`src/rtl/rf_write_arbiter.sv`:
```
// rf_write_arbiter: shares the register file write port between writeback and a buffered secondary source
module rf_write_arbiter #(
    parameter int DATA_W     = 32,
    parameter int ADDR_W     = 4,
    parameter int STARVE_MAX = 4
) (
    input  logic                     CLK,
    input  logic                     RESET_N,
    input  logic                     P_VALID,
    input  logic [ADDR_W-1:0]        P_A3,
    input  logic [DATA_W-1:0]        P_WD3,
    output logic                     P_READY,
    input  logic                     S_VALID,
    input  logic [ADDR_W-1:0]        S_A3,
    input  logic [DATA_W-1:0]        S_WD3,
    output logic                     S_READY,
    input  logic                     ISSUE_VALID,
    input  logic [ADDR_W-1:0]        ISSUE_A3,
    output logic                     WE3,
    output logic [ADDR_W-1:0]        A3,
    output logic [DATA_W-1:0]        WD3,
    output logic                     PC_WE,
    output logic [DATA_W-1:0]        PC_WD,
    output logic [(1<<ADDR_W)-1:0]   PENDING
);
    localparam int CW = $clog2(STARVE_MAX + 1);
    localparam int NR = 1 << ADDR_W;
    localparam logic [ADDR_W-1:0] PC_IDX = '1;

    logic [ADDR_W-1:0] fifo_a [2];
    logic [DATA_W-1:0] fifo_d [2];
    logic              rd_ptr, wr_ptr;
    logic [1:0]        count;
    logic [CW-1:0]     starve, starve_nxt;
    logic              head_v, full, force_s, grant_s, grant_p, win_v, push;
    logic [ADDR_W-1:0] win_a;
    logic [DATA_W-1:0] win_d;
    logic [NR-1:0]     pending_nxt;

    // arbitration: primary wins unless the buffered head has starved long enough or primary is idle
    always_comb begin
        head_v      = count != 2'd0;
        full        = count == 2'd2;
        force_s     = head_v && starve == CW'(STARVE_MAX);
        grant_s     = head_v && (force_s || !P_VALID);
        grant_p     = P_VALID && !force_s;
        win_v       = grant_s || grant_p;
        win_a       = grant_s ? fifo_a[rd_ptr] : P_A3;
        win_d       = grant_s ? fifo_d[rd_ptr] : P_WD3;
        push        = S_VALID && !full;
        P_READY     = RESET_N && !force_s;
        S_READY     = RESET_N && !full;
        starve_nxt  = (head_v && !grant_s) ? starve + 1'b1 : '0;
        pending_nxt = PENDING;
        if (grant_s) pending_nxt[fifo_a[rd_ptr]] = 1'b0;
        if (ISSUE_VALID) pending_nxt[ISSUE_A3] = 1'b1;
    end

    // FIFO payload storage; contents are don't-care while empty
    always_ff @(posedge CLK) begin
        if (push) begin
            fifo_a[wr_ptr] <= S_A3;
            fifo_d[wr_ptr] <= S_WD3;
        end
    end

    // FIFO pointers, occupancy, starvation counter and scoreboard
    always_ff @(posedge CLK or negedge RESET_N) begin
        if (!RESET_N) begin
            rd_ptr  <= 1'b0;
            wr_ptr  <= 1'b0;
            count   <= 2'd0;
            starve  <= '0;
            PENDING <= '0;
        end else begin
            if (push) wr_ptr <= !wr_ptr;
            if (grant_s) rd_ptr <= !rd_ptr;
            count   <= count + {1'b0, push} - {1'b0, grant_s};
            starve  <= starve_nxt;
            PENDING <= pending_nxt;
        end
    end

    // register the winner; R15 goes to the PC path and leaves A3/WD3 untouched
    always_ff @(posedge CLK or negedge RESET_N) begin
        if (!RESET_N) begin
            WE3   <= 1'b0;
            A3    <= '0;
            WD3   <= '0;
            PC_WE <= 1'b0;
            PC_WD <= '0;
        end else begin
            WE3   <= win_v && win_a != PC_IDX;
            PC_WE <= win_v && win_a == PC_IDX;
            if (win_v && win_a != PC_IDX) begin
                A3  <= win_a;
                WD3 <= win_d;
            end
            if (win_v && win_a == PC_IDX) PC_WD <= win_d;
        end
    end
endmodule

```
`config.mk`:
```
export PLATFORM = sky130hd
export DESIGN_NAME = rf_write_arbiter
export DESIGN_NICKNAME = d
export VERILOG_FILES = /design/src/rtl/rf_write_arbiter.sv
export SDC_FILE = /design/constraint.sdc
export NUM_CORES = 1
export LEC_CHECK = 0
export CORE_MARGIN = 3
export CORE_UTILIZATION = 35
export DETAILED_ROUTE_END_ITERATION = 10
export DONT_BUFFER_PORTS = 1
export GPL_ROUTABILITY_DRIVEN = 0
export HOLD_SLACK_MARGIN = 0.03
export PLACE_DENSITY = 0.56
export SLEW_MARGIN = 20
export SYNTH_ARGS = -nofsm -noshare
export SYNTH_HDL_FRONTEND = slang
export SYNTH_SLANG_ARGS = --single-unit
```
`constraint.sdc`:
```
create_clock -name CLK -period 2.5 [get_ports CLK]
set_input_delay 0.25 -clock CLK [delete_from_list [all_inputs] [get_ports CLK]]
set_output_delay 0.25 -clock CLK [all_outputs]
set_load 0.01 [all_outputs]
```
==> impl_metrics.xml <==
<?xml version="1.0" encoding="UTF-8"?>
<metrics>
  <group name="clock_tree">
    <metric name="path_clk_slew" unit="ns">0.07</metric>
    <metric name="cts_post_setup_buffers_inserted" unit="">0</metric>
    <metric name="ctsRootBufferMaster" unit="">sky130_fd_sc_hd__clkbuf_16</metric>
    <metric name="cts_buffers" unit="">17</metric>
    <metric name="hold_buffers" unit="">77</metric>
    <metric name="max-clock-path-buffers" unit="">2</metric>
    <metric name="clock_insertion_delay_worst_skew" unit="ns">0.42</metric>
    <metric name="post_cts_resized" unit="">0</metric>
    <metric name="clock_sink_count" unit="">165</metric>
    <metric name="cts_htree_levels" unit="">4</metric>
    <metric name="tritoncts_clock_tree" unit="">done</metric>
  </group>
  <group name="worst_hold_path">
    <metric name="hold_path_end" unit="">PENDING[15]</metric>
    <metric name="worstHoldPathType" unit="">in2reg</metric>
    <metric name="critical_hold_path_startpoint" unit="">ISSUE_A3[1]</metric>
    <metric name="holdPathStages" unit="">2</metric>
  </group>
  <group name="timing">
    <metric name="setup-violations-final" unit="">0</metric>
    <metric name="final.period_utilization" unit="%">90.6</metric>
    <metric name="setup_tns" unit="ns">0</metric>
    <metric name="unrepaired_setup_endpoints_after_global_routing" unit="">no</metric>
    <metric name="final-max-slew-violation-count" unit="">0</metric>
    <metric name="timing.fmax" unit="GHz">0.441</metric>
    <metric name="final.min_clock_period" unit="ns">2.27</metric>
    <metric name="finalHoldViolations" unit="">0</metric>
    <metric name="final.setup_skew" unit="ns">0.00895</metric>
    <metric name="worst_max_slew_pin_slew" unit="ns">0.667</metric>
    <metric name="max-slew-margin-rel" unit="%">55.4</metric>
  </group>
  <group name="routing">
    <metric name="drtPass1Iterations" unit="">5</metric>
    <metric name="ant_nets" unit="">0</metric>
    <metric name="detail_route.iter0.violations" unit="">360</metric>
    <metric name="drc_errors" unit="">0</metric>
    <metric name="wirelength" unit="um">17900</metric>
    <metric name="wl_per_cell" unit="um">21.4</metric>
    <metric name="route.vias.total" unit="">4653</metric>
    <metric name="viasPerCell" unit="">5.57</metric>
  </group>
  <group name="floorplanning">
    <metric name="fp.dieW" unit="um">145</metric>
    <metric name="floorplan.initialDensity" unit="%">35.8</metric>
    <metric name="placeableCoreArea" unit="um^2">18800</metric>
    <metric name="die_height" unit="um">145</metric>
    <metric name="io-pin-count" unit="">169</metric>
    <metric name="floorplan.rows" unit="">50</metric>
    <metric name="die_area" unit="um^2">21000</metric>
  </group>
  <group name="placed_design">
    <metric name="dp_hpwl" unit="um">11400</metric>
    <metric name="buffer_ports.inserted" unit="">0</metric>
    <metric name="placement.cell_area" unit="um^2">7070</metric>
  </group>
  <group name="cells_and_area">
    <metric name="design.final.nets" unit="">647</metric>
    <metric name="syn_to_final_growth" unit="%">25.5</metric>
    <metric name="utilization" unit="%">45.0</metric>
    <metric name="proportion_of_layout_cells_with_a_drive_suffix_above_1" unit="%">11.1</metric>
    <metric name="num_antenna_cells" unit="">0</metric>
    <metric name="postLayoutCellArea" unit="um^2">8470</metric>
    <metric name="area_used_by_multi_input_combinational_logic" unit="um^2">2060</metric>
    <metric name="regArea" unit="um^2">4490</metric>
    <metric name="fill_cells" unit="">1687</metric>
  </group>
  <group name="critical_path">
    <metric name="critPathMaxFanout" unit="">8</metric>
    <metric name="timing_startpoint_of_the_critical_path" unit="">starve[0]</metric>
    <metric name="timing.critical_path.from_type" unit="">register</metric>
    <metric name="worst-r2r-cell-count" unit="">7</metric>
    <metric name="worst_r2r_endpoint" unit="">PENDING[1]</metric>
    <metric name="crit_arrival" unit="ns">2.57</metric>
    <metric name="crit_path_end_kind" unit="">register</metric>
    <metric name="reg2reg_setup_slack" unit="ns">0.23</metric>
    <metric name="critical_path_rt" unit="ns">2.80</metric>
    <metric name="r2r-start" unit="">starve[0]</metric>
    <metric name="setup.worst_path.class" unit="">reg2reg</metric>
  </group>
  <group name="grt">
    <metric name="gr-usage-all-layers" unit="%">16.7</metric>
    <metric name="grt_overflow_total" unit="">0</metric>
    <metric name="grt_pass1_wl" unit="um">26700</metric>
    <metric name="grt_pass1_vias" unit="">4783</metric>
    <metric name="pin_count_of_the_biggest_net_entering_global_routing" unit="">94</metric>
    <metric name="grt_antenna_before_repair" unit="">0</metric>
  </group>
  <group name="yosys">
    <metric name="synth_commonest_cells" unit="">sky130_fd_sc_hd__dfrtp_1, sky130_fd_sc_hd__edfxtp_1, sky130_fd_sc_hd__nor3_1, sky130_fd_sc_hd__a221o_1, sky130_fd_sc_hd__mux2i_1</metric>
    <metric name="synth_top_cell_by_area" unit="">sky130_fd_sc_hd__dfrtp_1</metric>
    <metric name="synthDistinctLibCells" unit="">46</metric>
    <metric name="mappedNetlistArea" unit="um^2">6750</metric>
    <metric name="syn_area_per_cell" unit="um^2">14.0</metric>
    <metric name="postSynth.asyncResetShare" unit="%">56.4</metric>
    <metric name="post_synth_main_area_contributors" unit="">sky130_fd_sc_hd__dfrtp_1, sky130_fd_sc_hd__edfxtp_1, sky130_fd_sc_hd__a221o_1</metric>
    <metric name="ys.warnings.count" unit="">0</metric>
    <metric name="yosys.area.top_type_share" unit="%">34.5</metric>
    <metric name="synthCells" unit="">483</metric>
    <metric name="synth_enable_flop_cells" unit="">72</metric>
    <metric name="post-synth-top-count-cell" unit="">sky130_fd_sc_hd__dfrtp_1</metric>
    <metric name="ys_seq_area_share" unit="%">66.5</metric>
    <metric name="mappedNetlistNets" unit="">567</metric>
    <metric name="most_frequently_used_flop_master_after_synthesis" unit="">sky130_fd_sc_hd__dfrtp_1</metric>
    <metric name="synth.ff_latch_count" unit="">165</metric>
  </group>
  <group name="run_status">
    <metric name="outcome" unit="">finished, final reports clean</metric>
  </group>
  <group name="power">
    <metric name="p_switching" unit="uW">3540</metric>
    <metric name="power_share_of_the_clock_group" unit="%">25.7</metric>
    <metric name="power" unit="uW">10000</metric>
    <metric name="power_density" unit="nW/um^2">1190</metric>
    <metric name="worst_ir_drop_vdd" unit="V">0.000558</metric>
    <metric name="switching_share" unit="%">35.3</metric>
    <metric name="power.share.combinational" unit="%">26.1</metric>
    <metric name="sequential_power_share" unit="%">48.2</metric>
    <metric name="leakagePower" unit="uW">0.00326</metric>
    <metric name="power.internal" unit="uW">6500</metric>
  </group>
  <group name="job">
    <metric name="cap_viol_max_count" unit="">0</metric>
  </group>
</metrics>
-- final cells by class --
cell class | instances | share of cell area (%)
multi-input combinational | 275 | 24.4
clock buffer | 18 | 5.07
timing repair buffer | 96 | 11.5
clock inverter | 14 | 1.77
tap | 260 | 3.84
inverter | 8 | 0.355
sequential | 165 | 53.0
-- cells by family (layout without fill, tap and decap cells) --
group | after synthesis | after routing | share of synthesized area, %
AO/OA/AOI/OAI | 111 | 111 | 14.6
adder cells (fa/ha/maj) | 3 | 3 | 0.556
multiplexers | 37 | 37 | 5.58
flip-flops | 165 | 165 | 66.5
XOR/XNOR | 5 | 5 | 0.649
buffers and inverters | 43 | 136 | 3.23
AND/OR/NAND/NOR | 119 | 119 | 8.83
-- per-layer routing --
layer	vias up	part of all wire [%]	GRT usage (%)
li1	2063	-	-
met1	2396	43	21.8
met2	182	48	26.5
met3	12	8.6	6.21
met4	0	0.70	4.22
met5	-	0	0
-- critical path, cell delays in order, from the launching register on --
cell,delay (ns)
sky130_fd_sc_hd__dfrtp_1,0.39
sky130_fd_sc_hd__inv_1,0.06
sky130_fd_sc_hd__ha_1,0.25
sky130_fd_sc_hd__a21bo_1,0.33
sky130_fd_sc_hd__nand4_1,0.25
sky130_fd_sc_hd__o21ai_0,0.22
sky130_fd_sc_hd__o31ai_1,0.09
sky130_fd_sc_hd__dlygate4sd3_1,0.56
-- registers in the layout, summed over array words and instances (netlist names) --
| signal | flops |
|---|---|
| count | 2 |
| wr_ptr | 1 |
| WD3 | 32 |
| rd_ptr | 1 |
| starve | 3 |
| WE3 | 1 |
| A3 | 4 |
| fifo_a | 8 |
| PC_WE | 1 |
| PC_WD | 32 |
| PENDING | 16 |
| fifo_d | 64 |
-- worst max path at each step --
stage	to	slack, ns	cells past startpoint
final	PENDING[1]	0.23	7
after global routing	PENDING[14]	0.03	7
after CTS	A3[1]	0.06	5
after detailed placement	A3[1]	0.10	5
after global placement	A3[0]	0.15	5
after floorplan	fifo_a[0][0]	0.52	3
-- power groups by stage --
stage / clock network (uW) / logic [uW] / registers (uW)
global route: 2770 / 2890 / 4950
detailed placement: 0 / 2420 / 4880
CTS: 2650 / 2600 / 4840
finish: 2580 / 2620 / 4840
floorplan: 0 / 1880 / 4630
global placement: 0 / 2320 / 4870
-- placed cells by master, fill, tap and decap left out, types with 3 or more instances in the layout --
master	count
sky130_fd_sc_hd__a221o_1	64
sky130_fd_sc_hd__a2bb2oi_1	4
sky130_fd_sc_hd__buf_4	16
sky130_fd_sc_hd__clkbuf_16	17
sky130_fd_sc_hd__clkinv_2	3
sky130_fd_sc_hd__clkinvlp_4	3
sky130_fd_sc_hd__dfrtp_1	92
sky130_fd_sc_hd__dlygate4sd3_1	76
sky130_fd_sc_hd__edfxtp_1	72
sky130_fd_sc_hd__ha_1	3
sky130_fd_sc_hd__inv_1	7
sky130_fd_sc_hd__inv_6	6
sky130_fd_sc_hd__mux2i_1	34
sky130_fd_sc_hd__nand2_1	21
sky130_fd_sc_hd__nand2b_1	3
sky130_fd_sc_hd__nand3_1	6
sky130_fd_sc_hd__nand4_1	3
sky130_fd_sc_hd__nor2_1	7
sky130_fd_sc_hd__nor2b_1	3
sky130_fd_sc_hd__nor3_1	65
sky130_fd_sc_hd__o21ai_0	20
sky130_fd_sc_hd__o31ai_1	8
sky130_fd_sc_hd__xnor2_1	4
-- through the flow --
stage / worst slack, ns / hold WS [ns] / std cells
2_1_floorplan: 0.519 / -0.0456 / 483
3_3_place_gp: 0.150 / -0.0408 / 726
6_report: 0.234 / 0.0804 / 836
4_1_cts: 0.0639 / 0.0612 / 835
3_5_place_dp: 0.105 / -0.0416 / 726
5_1_grt: 0.0345 / 0.0798 / 836
Note: power is estimated with default switching activity, not from simulation.
